===== src/rtl/serial_subtractor_pkg.sv =====
// rtl/serial_subtractor_pkg.sv - shared types and constants for the bit-serial subtractor
package serial_subtractor_pkg;

    localparam int DEFAULT_WIDTH = 8;

    // Sequencer state encoding; kept as plain constants so older blocks can reuse the codes
    typedef logic [1:0] state_t;

    localparam state_t IDLE  = 2'd0;
    localparam state_t SHIFT = 2'd1;
    localparam state_t DONE  = 2'd2;

endpackage


===== src/rtl/full_subtractor.sv =====
// rtl/full_subtractor.sv - combinational 1-bit full subtractor cell
module full_subtractor (
    input  logic x,
    input  logic y,
    input  logic bin,
    output logic d,
    output logic bout
);

    // Difference bit and borrow-out for x - y - bin
    always_comb begin
        d    = x ^ y ^ bin;
        bout = (~x & y) | (~(x ^ y) & bin);
    end

endmodule


===== src/rtl/serial_subtractor.sv =====
// rtl/serial_subtractor.sv - bit-serial unsigned subtractor with start/done handshake
module serial_subtractor
    import serial_subtractor_pkg::*;
#(
    parameter int WIDTH = DEFAULT_WIDTH
) (
    input  logic             clk,
    input  logic             rst_n,
    input  logic             start,
    input  logic [WIDTH-1:0] a,
    input  logic [WIDTH-1:0] b,
    output logic             busy,
    output logic             done,
    output logic [WIDTH-1:0] diff,
    output logic             borrow_out
);

    localparam int               CW   = $clog2(WIDTH);
    localparam logic [CW-1:0]    LAST = CW'(WIDTH - 1);

    state_t           state;
    logic [WIDTH-1:0] a_sr;
    logic [WIDTH-1:0] b_sr;
    logic [WIDTH-1:0] res;
    logic [CW-1:0]    cnt;
    logic             br;
    logic             cell_d;
    logic             cell_bout;

    // Single cell shared by every bit position; operands arrive LSB first
    full_subtractor u_cell (
        .x    (a_sr[0]),
        .y    (b_sr[0]),
        .bin  (br),
        .d    (cell_d),
        .bout (cell_bout)
    );

    // Status flags decode straight from the state register
    always_comb begin
        busy = (state == SHIFT);
        done = (state == DONE);
    end

    // Sequencer, shift datapath and held result registers
    always_ff @(posedge clk) begin
        if (!rst_n) begin
            state      <= IDLE;
            a_sr       <= '0;
            b_sr       <= '0;
            res        <= '0;
            cnt        <= '0;
            br         <= 1'b0;
            diff       <= '0;
            borrow_out <= 1'b0;
        end else begin
            case (state)
                IDLE, DONE: begin
                    if (start) begin
                        a_sr  <= a;
                        b_sr  <= b;
                        br    <= 1'b0;
                        cnt   <= '0;
                        state <= SHIFT;
                    end else begin
                        state <= IDLE;
                    end
                end
                SHIFT: begin
                    a_sr <= a_sr >> 1;
                    b_sr <= b_sr >> 1;
                    br   <= cell_bout;
                    res  <= {cell_d, res[WIDTH-1:1]};
                    if (cnt == LAST) begin
                        // Last bit lands in the outputs on the same edge it is computed
                        diff       <= {cell_d, res[WIDTH-1:1]};
                        borrow_out <= cell_bout;
                        state      <= DONE;
                    end else begin
                        cnt <= cnt + 1'b1;
                    end
                end
                default: state <= IDLE;
            endcase
        end
    end

endmodule


===== config.mk =====
export PLATFORM = sky130hd
export DESIGN_NAME = serial_subtractor
export DESIGN_NICKNAME = d
export VERILOG_FILES = /design/src/rtl/serial_subtractor_pkg.sv /design/src/rtl/full_subtractor.sv /design/src/rtl/serial_subtractor.sv
export SDC_FILE = /design/constraint.sdc
export NUM_CORES = 1
export LEC_CHECK = 0
export BUFFER_PORTS_ARGS = -buffer_cell sky130_fd_sc_hd__buf_2
export CAP_MARGIN = 10
export CORE_MARGIN = 4
export CORE_UTILIZATION = 57
export DETAILED_ROUTE_END_ITERATION = 12
export PLACE_DENSITY = 0.78
export SLEW_MARGIN = 10
export SYNTH_ARGS = -nofsm -noshare
export SYNTH_HDL_FRONTEND = slang
export SYNTH_SLANG_ARGS = --single-unit

===== constraint.sdc =====
create_clock -name clk -period 2.76 [get_ports clk]
set_input_delay 0.138 -clock clk [delete_from_list [all_inputs] [get_ports clk]]
set_output_delay 0.138 -clock clk [all_outputs]
set_load 0.02 [all_outputs]

==> results of run 1 <==
==> worst paths after layout <==
| kind | startpoint | slack, ps | to |
|---|---|---|---|
| worst max-delay path | state[1] | 910 | busy |
| worst max register to register | cnt[0] | 1020 | diff[6] |
| worst min-delay path | a[7] | 30 | a_sr[7] |
| worst min register to register | diff[7] | 460 | diff[7] |
==> where the power goes <==
part	total [mW]	internal (mW)	switching [mW]
clock	0.367	0.188	0.179
combinational	0.107	0.0402	0.0665
sequential	0.590	0.575	0.0143
==> critical path: stages, from the launching register on <==
cell and delay [ps]:
dfxtp_1 400, nand2b_1 390, clkinv_2 320, buf_2 250
==> layout make-up <==
type	count	area (um2)
clock buffer	5	37.5
inverter	4	16.3
tap	30	37.5
timing repair buffer	31	160
clock inverter	3	40.0
fill	214	781
sequential	38	761
multi-input combinational	132	667
==> through the flow <==
step / power, mW / util / cell area, um2 / hold WS, ps / std cells
finish: 1.06 / 0.688 / 1720 / 25.8 / 243
CTS: 1.07 / 0.688 / 1720 / 16.2 / 243
global route: 1.12 / 0.688 / 1720 / 26.0 / 243
detailed placement: 0.710 / 0.657 / 1640 / 385 / 235
global placement: 0.705 / 0.657 / 1640 / 383 / 235
floorplan: 0.684 / - / 1520 / 274 / 187
==> registers in the layout, summed over array words and instances, names as in the netlist <==
| signal | cells |
|---|---|
| br | 1 |
| cnt | 3 |
| diff | 8 |
| borrow_out | 1 |
| res | 7 |
| a_sr | 8 |
| state | 2 |
| b_sr | 8 |
==> per-layer routing <==
layer	up-vias	wire length [um]	global-route usage
li1	684	-	-
met1	618	1310	0.230
met2	21	1480	0.326
met3	6	129	0.0588
met4	0	41	0.0791
met5	-	0	0
==> cells by family (layout without fill, tap and decap cells) <==
kind of cell	count (synthesis)	in the layout	share of synthesized area
AOI/OAI and AO/OA	51	51	0.185
and+or+nand+nor	78	78	0.225
buffers and inverters	17	43	0.0601
DFF	38	38	0.501
adders and majority gates	3	3	0.0297
==> placed cells by master, fill, tap and decap left out, drive strengths merged <==
master,netlist,routed
clkinv,1,3
ha,2,2
nor3b,1,1
nand3,11,11
buf,10,31
nand3b,3,3
nand2,54,54
clkbuf,3,5
a31oi,14,14
nor2,3,3
o21ai,14,14
a31o,1,1
nor4,1,1
a21oi,21,21
inv,3,3
nor2b,2,2
a311oi,1,1
dfxtp,38,38
nand2b,3,3
bufinv,0,1
fa,1,1
==> flow_summary.yaml, run 1 <==
global_routing:
  grtUsageTotal: 0.194
  grt_max_degree: 29
  grt_pass1_vias: 1268
  grt_overflow: 0
  antenna_found_initial: 0
  grt_pass1_wl_mm: 5.20
clocking:
  cts_resized: 0
  cts_tree: "done"
  cts.htree.levels: 2
  clkLatencyLatePin_ps: 340
  cts_setup_buffers: 0
  numCtsBuffers: 5
  ctsLongestPathBuffers: 2
  cts_sinks: 38
  clk_pin_slew_worst_paths_ps: 120
  cts-hold-fix-buffers: 0
  cts_root_buf: "clkbuf_4"
floorplan:
  die-height_um: 59.6
  io_pins: 30
  core_um2: 2500
  start_util: 0.608
  fp-row-count: 18
  die_w_um: 59.6
  die_area_um2: 3550
placed_design:
  io_buffer_count: 29
  dp_slack_ps: 1040
  dp_hpwl_mm: 2.08
  gp_congestion: 0.749
yosys:
  yosysTopAreaCell: "dfxtp_1"
  synth_cells: 187
  syn-num-nets: 209
  synth.most_common_cell: "nand2_1"
  synth_common_cells: "54 x nand2_1, 38 x dfxtp_1, 21 x a21oi_1"
  synth_top_area_frac: 0.501
  synthFlopType: "dfxtp_1"
  synth_area_um2: 1520
  synthTopCellsByArea: "dfxtp_1 50%, nand2_1 13%, a21oi_1 6.9%"
  avgSynthCellArea_um2: 8.12
  async_reset_ff_frac: 0
  ys_warn_count: 0
  synth-edff-count: 0
  yosysSeqAreaShare: 0.501
  synth-seq-cells: 38
  ys_types: 22
min_path:
  hold_path_depth: 3
  hp-class: "in -> reg"
cells_and_area:
  areaGrowthSynthToFinish_pct: 13.2
  fin_nets: 234
  drive_above_1_share: 0.192
  antenna_cells: 0
timing:
  finClkSkew_ps: 9.91
  setup_tns_ps: 0
  fmax_mhz: 541
  max_slew_margin: 0.534
  worst_pin_slew_ps: 698
  slew_viol_final: 0
  fin_crit_sh: 0.669
  setup_ws_ps: 913
  final-hold-violation-count: 0
  final.min_clock_period_ps: 1850
  finalSetupViolations: 0
  rsz0062_at_grt: "no"
drt:
  drt_iter0_drc: 23
  ant_nets: 0
  wl_per_cell_um: 12.2
  vias_per_cell: 5.47
  drc: 0
  vias: 1329
  wl_mm: 2.96
  drt_pass1_iterations: 4
setup_path:
  worstSetupPathType: "reg -> out"
  critPathMaxFanout: 19
  cp.required_ps: 2620
  worstSetupStartpointType: "flop"
  r2r_cells: 5
  critPathCaptureType: "primary output"
  worstPathArrival_ps: 1710
outcome:
  status: "completed"
job:
  maxCapViolCount: 0
power:
  p_leak_nw: 0.684
  ir_worst_vdd_uv: 597
  p_per_area_nw_per_um2: 619
Note: power is estimated with default switching activity, not from simulation.
==> run 2: changes to the inputs <==
--- a/config.mk
+++ b/config.mk
@@ -5,12 +5,13 @@
 export SDC_FILE = /design/constraint.sdc
 export NUM_CORES = 1
 export LEC_CHECK = 0
+export ABC_AREA = 1
 export BUFFER_PORTS_ARGS = -buffer_cell sky130_fd_sc_hd__buf_2
 export CAP_MARGIN = 10
 export CORE_MARGIN = 4
-export CORE_UTILIZATION = 57
+export CORE_UTILIZATION = 49
 export DETAILED_ROUTE_END_ITERATION = 12
-export PLACE_DENSITY = 0.78
+export PLACE_DENSITY = 0.7
 export SLEW_MARGIN = 10
 export SYNTH_ARGS = -nofsm -noshare
 export SYNTH_HDL_FRONTEND = slang
==> constraint.sdc (replaced) <==
create_clock -name clk -period 1.5 [get_ports clk]
set_input_delay 0.075 -clock clk [delete_from_list [all_inputs] [get_ports clk]]
set_output_delay 0.075 -clock clk [all_outputs]
set_load 0.02 [all_outputs]
==> flow_summary.yaml, run 2 <==
outcome:
  status: "completed"
setup_path:
  worstPathArrival_ps: 1330
  cp.required_ps: 1420
  worstSetupStartpointType: "flop"
  worstPathCellList: "inv_2 -> nand2_8 -> inv_12 -> buf_4 -> buf_2"
  critPathCaptureType: "primary output"
  critPathMaxStageDelay_ps: 330
  worstSetupPathType: "reg -> out"
  crit_family: "buffers and inverters"
  cpMaxStageDelayCell: "dfxtp_1"
  critPathMaxFanout: 14
  critPathBufInv: 4
clocking:
  cts_sinks: 38
  clk_pin_slew_worst_paths_ps: 100
  clkLatencyLatePin_ps: 340
  ctsLongestPathBuffers: 2
  cts_root_buf: "clkbuf_4"
  numCtsBuffers: 5
  cts_setup_buffers: 0
  cts.htree.levels: 2
  cts_tree: "done"
job:
  maxCapViolCount: 0
floorplan:
  die-height_um: 66.6
  start_util: 0.504
  die_w_um: 66.6
  fp-row-count: 21
  core_um2: 3340
  io_pins: 30
  die_area_um2: 4440
yosys:
  synth_area_um2: 1680
  async_reset_ff_frac: 0
  synthFlopType: "dfxtp_1"
  avgSynthCellArea_um2: 7.61
  synthTopCellsByArea: "dfxtp_1 45%, nand3_1 11%, nor2_1 9.1%"
  synth_common_cells: "41 x nor2_1, 38 x dfxtp_1, 37 x nand3_1"
  ys_types: 24
  syn-num-nets: 243
  synth.most_common_cell: "nor2_1"
  yosysSeqAreaShare: 0.452
  synth_cells: 221
  synth-seq-cells: 38
  synth_top_area_frac: 0.452
  ys_warn_count: 0
  yosysTopAreaCell: "dfxtp_1"
  synth-edff-count: 0
power:
  p_leak_nw: 0.954
  ir_worst_vdd_uv: 616
  p_per_area_nw_per_um2: 954
global_routing:
  grt_max_degree: 37
  antenna_found_initial: 0
  grtUsageTotal: 0.176
  grt_pass1_vias: 1398
  grt_pass1_wl_mm: 6.00
  grt_overflow: 0
placed_design:
  numPlacedInstances: 290
  gp_congestion: 0.780
  io_buffer_count: 29
  dp_hpwl_mm: 2.13
timing:
  rsz0062_at_grt: "no"
  max_slew_margin: 0.759
  setup_tns_ps: 0
  finalSetupViolations: 0
  worst_pin_slew_ps: 361
  final.min_clock_period_ps: 1400
  slew_viol_final: 0
  finClkSkew_ps: 8.08
  fin_crit_sh: 0.934
  final-hold-violation-count: 0
  fmax_mhz: 713
min_path:
  hp-class: "in -> reg"
cells_and_area:
  drive_above_1_share: 0.187
  fin_nets: 290
  fillers: 298
  layout_commonest_cell: "nor2_1"
  final_cells: 314
  top_regs: "a_sr x8, b_sr x8, diff x8"
  antenna_cells: 0
  final_cell_mix: "41 x nor2_1, 37 x nand3_1, 37 x dfxtp_1, 29 x buf_2, 26 x nand2_1"
  areaGrowthSynthToFinish_pct: 21.3
drt:
  wl_mm: 3.56
  drt_pass1_iterations: 4
  drt_iter0_drc: 93
  vias: 1506
  vias_per_cell: 4.80
  wl_per_cell_um: 11.3
  ant_nets: 0
  drc: 0
[run 2: cell types whose count changed in the layout (fill, tap and decap cells not counted), sizes merged, moves of 3 or more]
cell / change
nor2: +39
nand3: +26
nand2: -24
inv: +21
dlygate4sd3: +16
a21oi: -14
a31oi: -14
nor3: +14
buf: +3
nand2b: -3
[run 2: cells by family (layout without fill, tap and decap cells)]
| group | Yosys count | in the layout | synth area share |
|---|---|---|---|
| AND/OR/NAND/NOR | 125 | 125 | 0.337 |
| AO/OA/AOI/OAI | 20 | 20 | 0.0595 |
| buffers and inverters | 35 | 82 | 0.125 |
| adder cells (fa/ha/maj) | 3 | 3 | 0.0268 |
| flip-flops | 38 | 38 | 0.452 |
[run 2: what timing repair did]
action / CTS / global route
endpoints found under the setup margin: 1 / 1
pin swaps: 0 / 1
resized for setup: 2 / 2
gates cloned: 0 / 1
hold endpoints to repair: 16 / 0
hold buffers: 16 / 0
[run 2: per-layer routing]
layer  up-vias  part of all wire  GRT usage
met3         5             0.038     0.0506
met5         -                 0          0
met1       677              0.48      0.218
li1        802                 -          -
met2        22              0.47      0.290
met4         0             0.013     0.0609
[run 2: stage by stage]
step	hold WS (ps)	total power, mW	setup slack [ps]	area [um2]	utilization
2_1_floorplan	202	1.39	265	1680	-
3_3_place_gp	305	1.43	197	1810	0.543
3_5_place_dp	310	1.44	146	1810	0.543
4_1_cts	104	1.95	6.40	2020	0.606
5_1_grt	123	2.06	23.4	2040	0.612
6_report	114	1.95	98.3	2040	0.612
[run 2: final cells by class]
type / count / area, um2 / share of cell area
inverters: 24 / 104 / 0.0509
repair inverters: 1 / 8.76 / 0.00429
multi-input cells: 148 / 721 / 0.353
repair buffers: 50 / 343 / 0.168
clock buffers: 7 / 45.0 / 0.0221
well taps: 46 / 57.6 / 0.0282
flip-flops and latches: 38 / 762 / 0.373
[run 2: tightest hold or removal path: stages]
cell and delay, ps:
buf_2 200, o21ai_0 110, nor2_1 40
[run 2: report_power, final]
group / switching [mW] / internal (mW)
clock: 0.311 / 0.177
combinational: 0.203 / 0.148
sequential: 0.0304 / 1.08
total: 0.544 / 1.40
[run 2: worst paths after layout]
path	to	start	slack (ps)	cells after the start
max reg2reg	cnt[0]	cnt[0]	140	6
min	res[1]	rst_n	110	3
max	busy	state[1]	100	5
min reg2reg	diff[3]	res[4]	460	2
